$ cat src/rtl/bcd_to_binary_seq_if.sv
// Handshake bundle for the sequential BCD-to-binary converter.
// The switch-side logic is the master and the converter is the slave.
interface bcd_to_binary_seq_if #(
    parameter int DIGITS    = 3,
    parameter int BIN_WIDTH = 10
);
    logic [4*DIGITS-1:0]  bcd_in;
    logic                 start;
    logic                 busy;
    logic                 done;
    logic [BIN_WIDTH-1:0] binary_out;
    logic                 error;

    modport master (output bcd_in, start, input  busy, done, binary_out, error);
    modport slave  (input  bcd_in, start, output busy, done, binary_out, error);
endinterface

$ cat src/rtl/bcd_to_binary_seq.sv
// Reverse double-dabble BCD-to-binary converter, one bit per clock.
// Optional digit/overflow checking is enabled by defining BCD2BIN_ERROR_CHECK_EN.
module bcd_to_binary_seq #(
    parameter int DIGITS    = 3,
    parameter int BIN_WIDTH = 10
) (
    input  logic               clock,
    input  logic               reset_n,
    bcd_to_binary_seq_if.slave bus
);
    localparam int BCD_W = 4*DIGITS;
    localparam int CNT_W = $clog2(BIN_WIDTH+1);

    typedef enum logic [1:0] {IDLE, SHIFT, DONE} state_t;

    state_t               state, state_nx;
    logic [BCD_W-1:0]     bcd_reg, bcd_nx;
    logic [BIN_WIDTH-1:0] bin_reg, bin_nx;
    logic [CNT_W-1:0]     cnt;
    logic [BIN_WIDTH-1:0] bin_out_q;
    logic                 done_q;
    logic                 load, step, finish, digit_bad;

`ifdef BCD2BIN_ERROR_CHECK_EN
    logic err_q;

    always_comb begin
        digit_bad = 1'b0;
        for (int d = 0; d < DIGITS; d++)
            if (bus.bcd_in[4*d +: 4] > 4'd9) digit_bad = 1'b1;
    end
`else
    assign digit_bad = 1'b0;
`endif

    // One step: shift right, then pull every digit that came in >=8 back by 3.
    always_comb begin
        {bcd_nx, bin_nx} = {1'b0, bcd_reg, bin_reg[BIN_WIDTH-1:1]};
        for (int d = 0; d < DIGITS; d++)
            if (bcd_nx[4*d +: 4] >= 4'd8) bcd_nx[4*d +: 4] = bcd_nx[4*d +: 4] - 4'd3;
    end

    always_ff @(posedge clock or negedge reset_n) begin
        if (!reset_n) state <= IDLE;
        else          state <= state_nx;
    end

    always_comb begin
        state_nx = state;
        load     = 1'b0;
        step     = 1'b0;
        finish   = 1'b0;
        case (state)
            IDLE: if (bus.start) begin
                load     = 1'b1;
                state_nx = digit_bad ? DONE : SHIFT;
            end
            SHIFT: begin
                step = 1'b1;
                if (cnt == CNT_W'(1)) state_nx = DONE;
            end
            DONE: begin
                finish   = 1'b1;
                state_nx = IDLE;
            end
            default: state_nx = IDLE;
        endcase
    end

    // A bad operand skips SHIFT: bin_reg stays 0 and the nonzero bcd_reg
    // makes the residual check in DONE raise error on its own.
    always_ff @(posedge clock or negedge reset_n) begin
        if (!reset_n) begin
            bcd_reg   <= '0;
            bin_reg   <= '0;
            cnt       <= '0;
            bin_out_q <= '0;
            done_q    <= 1'b0;
`ifdef BCD2BIN_ERROR_CHECK_EN
            err_q     <= 1'b0;
`endif
        end else begin
            done_q <= finish;
            if (load) begin
                bcd_reg <= bus.bcd_in;
                bin_reg <= '0;
                cnt     <= CNT_W'(BIN_WIDTH);
`ifdef BCD2BIN_ERROR_CHECK_EN
                err_q   <= 1'b0;
`endif
            end else if (step) begin
                bcd_reg <= bcd_nx;
                bin_reg <= bin_nx;
                cnt     <= cnt - 1'b1;
            end
            if (finish) begin
                bin_out_q <= bin_reg;
`ifdef BCD2BIN_ERROR_CHECK_EN
                err_q     <= |bcd_reg;
`endif
            end
        end
    end

    assign bus.busy       = (state != IDLE);
    assign bus.done       = done_q;
    assign bus.binary_out = bin_out_q;
`ifdef BCD2BIN_ERROR_CHECK_EN
    assign bus.error      = err_q;
`else
    assign bus.error      = 1'b0;
`endif
endmodule

$ cat src/flat_wrapper.sv
// flat-port wrapper written by rule: the top's interface ports become plain ports
module bcd_to_binary_seq_flat 
#(
    parameter int DIGITS    = 3,
    parameter int BIN_WIDTH = 10
)
  (clock, reset_n, bus_bcd_in, bus_start, bus_busy, bus_done, bus_binary_out, bus_error);
  bcd_to_binary_seq_if #(.DIGITS(DIGITS), .BIN_WIDTH(BIN_WIDTH)) bus_i ();
  input  logic clock;
  input  logic reset_n;
  input wire logic [$bits(bus_i.bcd_in)-1:0] bus_bcd_in;
  input wire logic [$bits(bus_i.start)-1:0] bus_start;
  output wire logic [$bits(bus_i.busy)-1:0] bus_busy;
  output wire logic [$bits(bus_i.done)-1:0] bus_done;
  output wire logic [$bits(bus_i.binary_out)-1:0] bus_binary_out;
  output wire logic [$bits(bus_i.error)-1:0] bus_error;
  assign bus_i.bcd_in = bus_bcd_in;
  assign bus_i.start = bus_start;
  assign bus_busy = bus_i.busy;
  assign bus_done = bus_i.done;
  assign bus_binary_out = bus_i.binary_out;
  assign bus_error = bus_i.error;
  bcd_to_binary_seq #(.DIGITS(DIGITS), .BIN_WIDTH(BIN_WIDTH)) u_core (.clock(clock), .reset_n(reset_n), .bus(bus_i));
endmodule
$ cat config.mk
export PLATFORM = sky130hd
export DESIGN_NAME = bcd_to_binary_seq_flat
export DESIGN_NICKNAME = d
export VERILOG_FILES = /design/src/rtl/bcd_to_binary_seq_if.sv /design/src/rtl/bcd_to_binary_seq.sv /design/src/flat_wrapper.sv
export SDC_FILE = /design/constraint.sdc
export NUM_CORES = 1
export LEC_CHECK = 0
export CORE_UTILIZATION = 47
export DETAILED_ROUTE_END_ITERATION = 7
export GPL_TIMING_DRIVEN = 0
export PLACE_DENSITY_LB_ADDON = 0.3
export SLEW_MARGIN = 20
export SYNTH_ARGS = -nofsm -noshare
export SYNTH_HDL_FRONTEND = slang
export SYNTH_SLANG_ARGS = --single-unit
$ cat constraint.sdc
create_clock -name clock -period 1.35 [get_ports clock]
set_clock_uncertainty 0.15 [all_clocks]
set_input_delay 0.135 -clock clock [delete_from_list [all_inputs] [get_ports clock]]
set_output_delay 0.135 -clock clock [all_outputs]
set_load 0.05 [all_outputs]
==> results_dict.tcl, run 1 <==
set metrics [dict create \
    clock_path_buffers 2 \
    pin_count_of_the_biggest_net_entering_global_routing 32 \
    post_synth_instance_area_sq_um 1800 \
    post_route_design_area_sq_um 2520 \
    coreArea_sq_um 3660 \
    cts-htree-levels 2 \
    slowest_delay_ps 440 \
    fin_hold_ws_ps 97.9 \
    track_usage 0.205 \
    clock_tree.root_cell "clkbuf_8" \
    ys_seq_elements 39 \
    remaining_drc_errors 0 \
    regToRegSetupSlack_ps -170 \
    drt_first_pass_iters 4 \
    synth_sequential_area_ratio 0.542 \
    outcome "finished, violations left" \
    nNetsFinal 239 \
    critical-path-slowest-cell "dfrtp_2" \
    post-place-ws_ps -360 \
    clock.fmax_ghz 0.657 \
    powerDensity_nw_per_um2 2390 \
    ys_types 31 \
    post_route_clock_period_utilization 1.13 \
    clkPwrFrac 0.165 \
    place.port_buffers 26 \
    post-layout-total-power_mw 6.03 \
    syn_nets 195 \
    power.ir.vdd_worst_mv 1.23 \
    cts_num_sinks 39 \
    worst_hold_path_class "in2async" \
    fp.dieArea_sq_um 4080 \
    timing.critical_path.from_type "flop" \
    final_max_slew_viol_count 0 \
    first_global_vias 1364 \
    power_dissipated_by_switching_net_loads_mw 2.47 \
    rows 22 \
    worstReg2RegEnd "u_core.bcd_reg[2]" \
    gpl.final_weighted_congestion 0.810 \
    io_pins 28 \
    ant_nets 0 \
    layoutNonFillerInstCount 267 \
    leakage_power_nw 1.20 \
    fill_cells 279 \
    die_h_um 63.9 \
    drt-initial-drc-count 57 \
    place.detailed.instances 249 \
    vias 1378 \
    post-route-min-period_ps 1520 \
    timing.final.ws_setup_ps -172 \
    globalRouteOverflowTotal 0 \
    comb_power_share 0.476 \
    worstSkewPairLatency_ps 290 \
    die-width_um 63.9 \
    path_class "reg2reg" \
    final-hold-violation-count 0 \
    post_synth.cell_area_avg_sq_um 10.3 \
    wp_data_arrival_ps 1540 \
    path_max_fanout 6 \
    r2r.worst_path.cells 5 \
    critical_path.endpoint_type "flop" \
    via_per_inst 5.16 \
    pwr-share-seq 0.359 \
    setup_viol_count_final 38 \
    worst_setup_hold_path_clk_slew_ps 70 \
    critPathBufInv 2 \
    ff_latch_area_sq_um 978 \
    intPower_mw 3.56 \
    crit_chain "or3b_1, buf_6, buf_8, nand3_2, o211ai_1" \
    antenna_found_initial 0 \
    detailed_place.area_sq_um 2170 \
    wire_per_inst_um 14.2 \
    cts_inserted_buffers 5 \
    initial_core_util 0.491 \
    layout.cells.most_common_list "nand2_1, dfrtp_1, clkdlybuf4s50_1, nand3_2" \
    ys.warnings.count 0 \
    grt_first_pass_wirelength_um 6350 \
    cp_data_required_time_ps 1370 \
    total_half_perimeter_wirelength_after_legalization_and_detailed_placement_um 2400 \
    largest_register_ffs 12 \
    synthToLayoutAreaGrowth_pct 40.2 \
    tritoncts "built" \
    p_sw_frac 0.409 \
    post_synth_inst_count 174 \
    worst_r2r_startpoint "u_core.state[1]" \
    routed_wl_um 3780 \
    final_layout_size_suffix_gt1_frac 0.365 \
    path_delay_family "simple AND/OR/NAND/NOR gates" \
    fin_util 0.689 \
    antennaDiodeCount 0 \
    max-cap-violations 0 \
    fin_setup_tns_ps -4380 \
    rsz0062_at_grt "yes" \
    multi_input_area_sq_um 841 \
    violated_checks "negative setup slack" \
]
## cells by family (layout without fill, tap and decap cells)
group           after synthesis  count (layout)  synth area share
other cells                   1               1           0.00208
xor+xnor                      5               5            0.0243
compound gates               24              24            0.0814
fa+ha+maj                     6               6            0.0417
buf+inv                      18              63            0.0563
simple gates                 70              70             0.184
mux                          11              11            0.0682
flops                        39              39             0.542
## layout make-up
| cell class | count | area share |
|---|---|---|
| sequential | 39 | 0.388 |
| inverter | 7 | 0.0104 |
| buffer | 11 | 0.0451 |
| clock buffer | 6 | 0.0327 |
| tap | 48 | 0.0238 |
| clock inverter | 2 | 0.0139 |
| timing repair buffer | 37 | 0.153 |
| multi-input combinational | 117 | 0.333 |
## what timing repair did
action	in CTS	in global routing
endpoints found under the hold margin	39	0
setup buffers	6	1
pin swaps	8	3
setup endpoints to repair	48	39
hold buffers	1	0
resized for setup	79	10
gates cloned	1	1
## synth_stat cells
cell type  instances  area, sq um
nor3b_1            2         15.0
and2b_1            1         7.51
nand2b_1           2         12.5
clkbuf_1           1         3.75
o211a_1            2         20.0
nor2b_1            2         12.5
xnor2_1            2         17.5
conb_1             1         3.75
nor4_1             1         6.26
o21ai_0           13         65.1
o211ai_1           3         22.5
ha_1               6         75.1
a22oi_1            2         15.0
or2_2              1         6.26
mux2i_1            1         10.0
nand3_2            2         20.0
xor2_1             3         26.3
nand3b_1           1         7.51
or3b_1             1         8.76
buf_6              3         33.8
nand3_1           14         70.1
and2_1             1         6.26
o21ai_1            1         5.00
dfrtp_1           39          976
buf_4              1         7.51
nand2_1           37          139
inv_1              7         26.3
buf_2              6         30.0
nor2_1             5         18.8
a31oi_1            3         18.8
mux2_2            10          113
## metal layers
metal / share of wire / up-vias / wire length [um] / track usage
met1: 0.45 / 673 / 1720 / 0.266
met5: 0 / - / 0 / 0
li1: - / 669 / - / -
met2: 0.49 / 30 / 1870 / 0.327
met4: 0.015 / 0 / 56 / 0.0682
met3: 0.037 / 6 / 141 / 0.0607
## power groups by stage
stage	Combinational, mW	Clock (mW)	Sequential (mW)
2_1_floorplan	1.37	0	2.40
3_3_place_gp	2.30	0	2.07
3_5_place_dp	2.38	0	2.10
4_1_cts	2.81	1.01	2.14
5_1_grt	3.13	1.07	2.24
6_report	2.87	0.996	2.16
## worst max path at each step
stage | from | endpoint | slack (ps) | cells after the start
after global placement | reset_n | u_core.bin_reg[8] | -870 | 1
after floorplan | u_core.state[1] | u_core.bcd_reg[2] | -90 | 5
final | u_core.state[1] | u_core.bcd_reg[2] | -170 | 5
after global routing | u_core.state[1] | u_core.bcd_reg[2] | -240 | 5
after CTS | u_core.state[0] | u_core.bcd_reg[6] | -180 | 5
after detailed placement | u_core.state[0] | bus_busy | -360 | 2
Note: power is estimated with default switching activity, not from simulation.
==> run 2: changes to the inputs <==
PLACE_DENSITY_LB_ADDON = 0.08   (was 0.3)
==> results_dict.tcl, run 2 (same netlist as run 1, synthesis figures left out) <==
set metrics [dict create \
    outcome "finished, violations left" \
    violated_checks "negative setup slack" \
    antennaDiodeCount 0 \
    cts_inserted_buffers 5 \
    remaining_drc_errors 0 \
    post_route_design_area_sq_um 2570 \
    synthToLayoutAreaGrowth_pct 42.9 \
    final_max_slew_viol_count 0 \
    tritoncts "built" \
    cts_num_sinks 39 \
    final_layout_size_suffix_gt1_frac 0.376 \
    detailed_place.area_sq_um 2180 \
    leakage_power_nw 1.20 \
    place.port_buffers 26 \
    first_global_vias 1413 \
    critPathBufInv 1 \
    worst_hold_path_class "in2async" \
    pin_count_of_the_biggest_net_entering_global_routing 24 \
    crit_chain "or3b_4, buf_8, nand3_2, o211ai_1" \
    timing.critical_path.from_type "flop" \
    nNetsFinal 238 \
    grt_first_pass_wirelength_um 6450 \
    layout.cells.most_common_list "dfrtp_1, nand2_1, nand3_2, clkdlybuf4s50_1, mux2_2" \
    wire_per_inst_um 14.4 \
    io_pins 28 \
    worst_setup_hold_path_clk_slew_ps 70 \
    die_h_um 63.9 \
    die-width_um 63.9 \
    antenna_found_initial 0 \
    largest_register_ffs 12 \
    drt-initial-drc-count 84 \
    vias 1399 \
    power.ir.vdd_worst_mv 1.41 \
    powerDensity_nw_per_um2 2420 \
    worstSkewPairLatency_ps 290 \
    ant_nets 0 \
    fin_setup_tns_ps -2460 \
    critical_path.endpoint_type "flop" \
    clock_tree.root_cell "clkbuf_8" \
    final-hold-violation-count 0 \
    max-cap-violations 0 \
    initial_core_util 0.491 \
    clock.fmax_ghz 0.671 \
    track_usage 0.212 \
    post-route-min-period_ps 1490 \
    via_per_inst 5.26 \
    path_delay_family "simple AND/OR/NAND/NOR gates" \
    timing.final.ws_setup_ps -139 \
    post_route_clock_period_utilization 1.10 \
    setup_viol_count_final 27 \
    path_class "reg2reg" \
    slowest_delay_ps 460 \
    routed_wl_um 3830 \
    total_half_perimeter_wirelength_after_legalization_and_detailed_placement_um 2530 \
    cp_data_required_time_ps 1370 \
    globalRouteOverflowTotal 0 \
    gpl.final_weighted_congestion 0.758 \
    critical-path-slowest-cell "or3b_4" \
    cts-htree-levels 2 \
    path_max_fanout 7 \
    drt_first_pass_iters 4 \
    fp.dieArea_sq_um 4080 \
    rsz0062_at_grt "yes" \
    rows 22 \
    mostFrequentLayoutCell "dfrtp_1" \
    coreArea_sq_um 3660 \
    wp_data_arrival_ps 1510 \
    clock_path_buffers 2 \
]
## run 2: changes by cell type in the layout (fill, tap and decap cells not counted), sizes merged
cell	change
buf	+3
clkdlybuf4s15	-2
clkbuf	-2
bufinv	+1
clkinv	-1
## run 2: path summary, 6_finish.rpt
check | from | to | slack [ps] | depth (start not counted)
min | reset_n | u_core.bcd_reg[6] | 160 | 2
max reg2reg | u_core.state[1] | u_core.bcd_reg[6] | -140 | 4
max in group asynchronous | reset_n | u_core.cnt[0] | 420 | 3
max | u_core.state[1] | u_core.bcd_reg[6] | -140 | 4
min in group clock | bus_bcd_in[3] | u_core.bcd_reg[3] | 230 | 3
min reg2reg | u_core.bcd_reg[0] | u_core.bin_reg[9] | 330 | 2
## run 2: per-layer routing
| layer | share of wire | up-vias | global-route usage |
|---|---|---|---|
| met4 | 0.020 | 0 | 0.0824 |
| met5 | 0 | - | 0 |
| met2 | 0.48 | 35 | 0.338 |
| li1 | - | 669 | - |
| met3 | 0.052 | 7 | 0.0589 |
| met1 | 0.44 | 688 | 0.273 |
## run 2: worst reg2reg max path: cells and delay by family, from the launching register on
kind / cells / cell delay [ps]
compound gates: 1 / 80
buf+inv: 1 / 170
flops: 1 / 440
simple gates: 2 / 520
## run 2: layout make-up
class	instances	area [sq um]
timing repair buffer	37	380
clock buffer	6	72.6
sequential	39	978
buffer	10	110
tap	48	60.1
clock inverter	2	60.1
multi-input combinational	117	883
fill	285	1090
inverter	7	26.3
## run 2: repair_timing
action,4_1_cts,5_1_grt
gates resized for setup,74,25
hold buffers,1,0
pin swaps,9,5
setup endpoints to repair,48,41
gates cloned,1,0
buffers inserted,7,1
endpoints found under the hold margin,39,0
## run 2: per-stage QoR
step	std cells	total power, mW	util	worst slack, ps	hold slack [ps]
floorplan	174	3.77	-	-94.8	-311
global placement	248	4.39	0.589	-865	317
detailed placement	249	4.51	0.595	-477	-50.9
CTS	266	6.04	0.686	-153	164
global route	266	6.61	0.702	-169	198
finish	266	6.22	0.702	-139	165
## run 2: report_power, final
| group | internal, mW | leakage [nW] | total [mW] | switching [mW] |
|---|---|---|---|---|
| combinational | 1.29 | 0.638 | 2.90 | 1.61 |
| sequential | 1.67 | 0.496 | 2.18 | 0.514 |
| clock | 0.738 | 0.0654 | 1.13 | 0.394 |
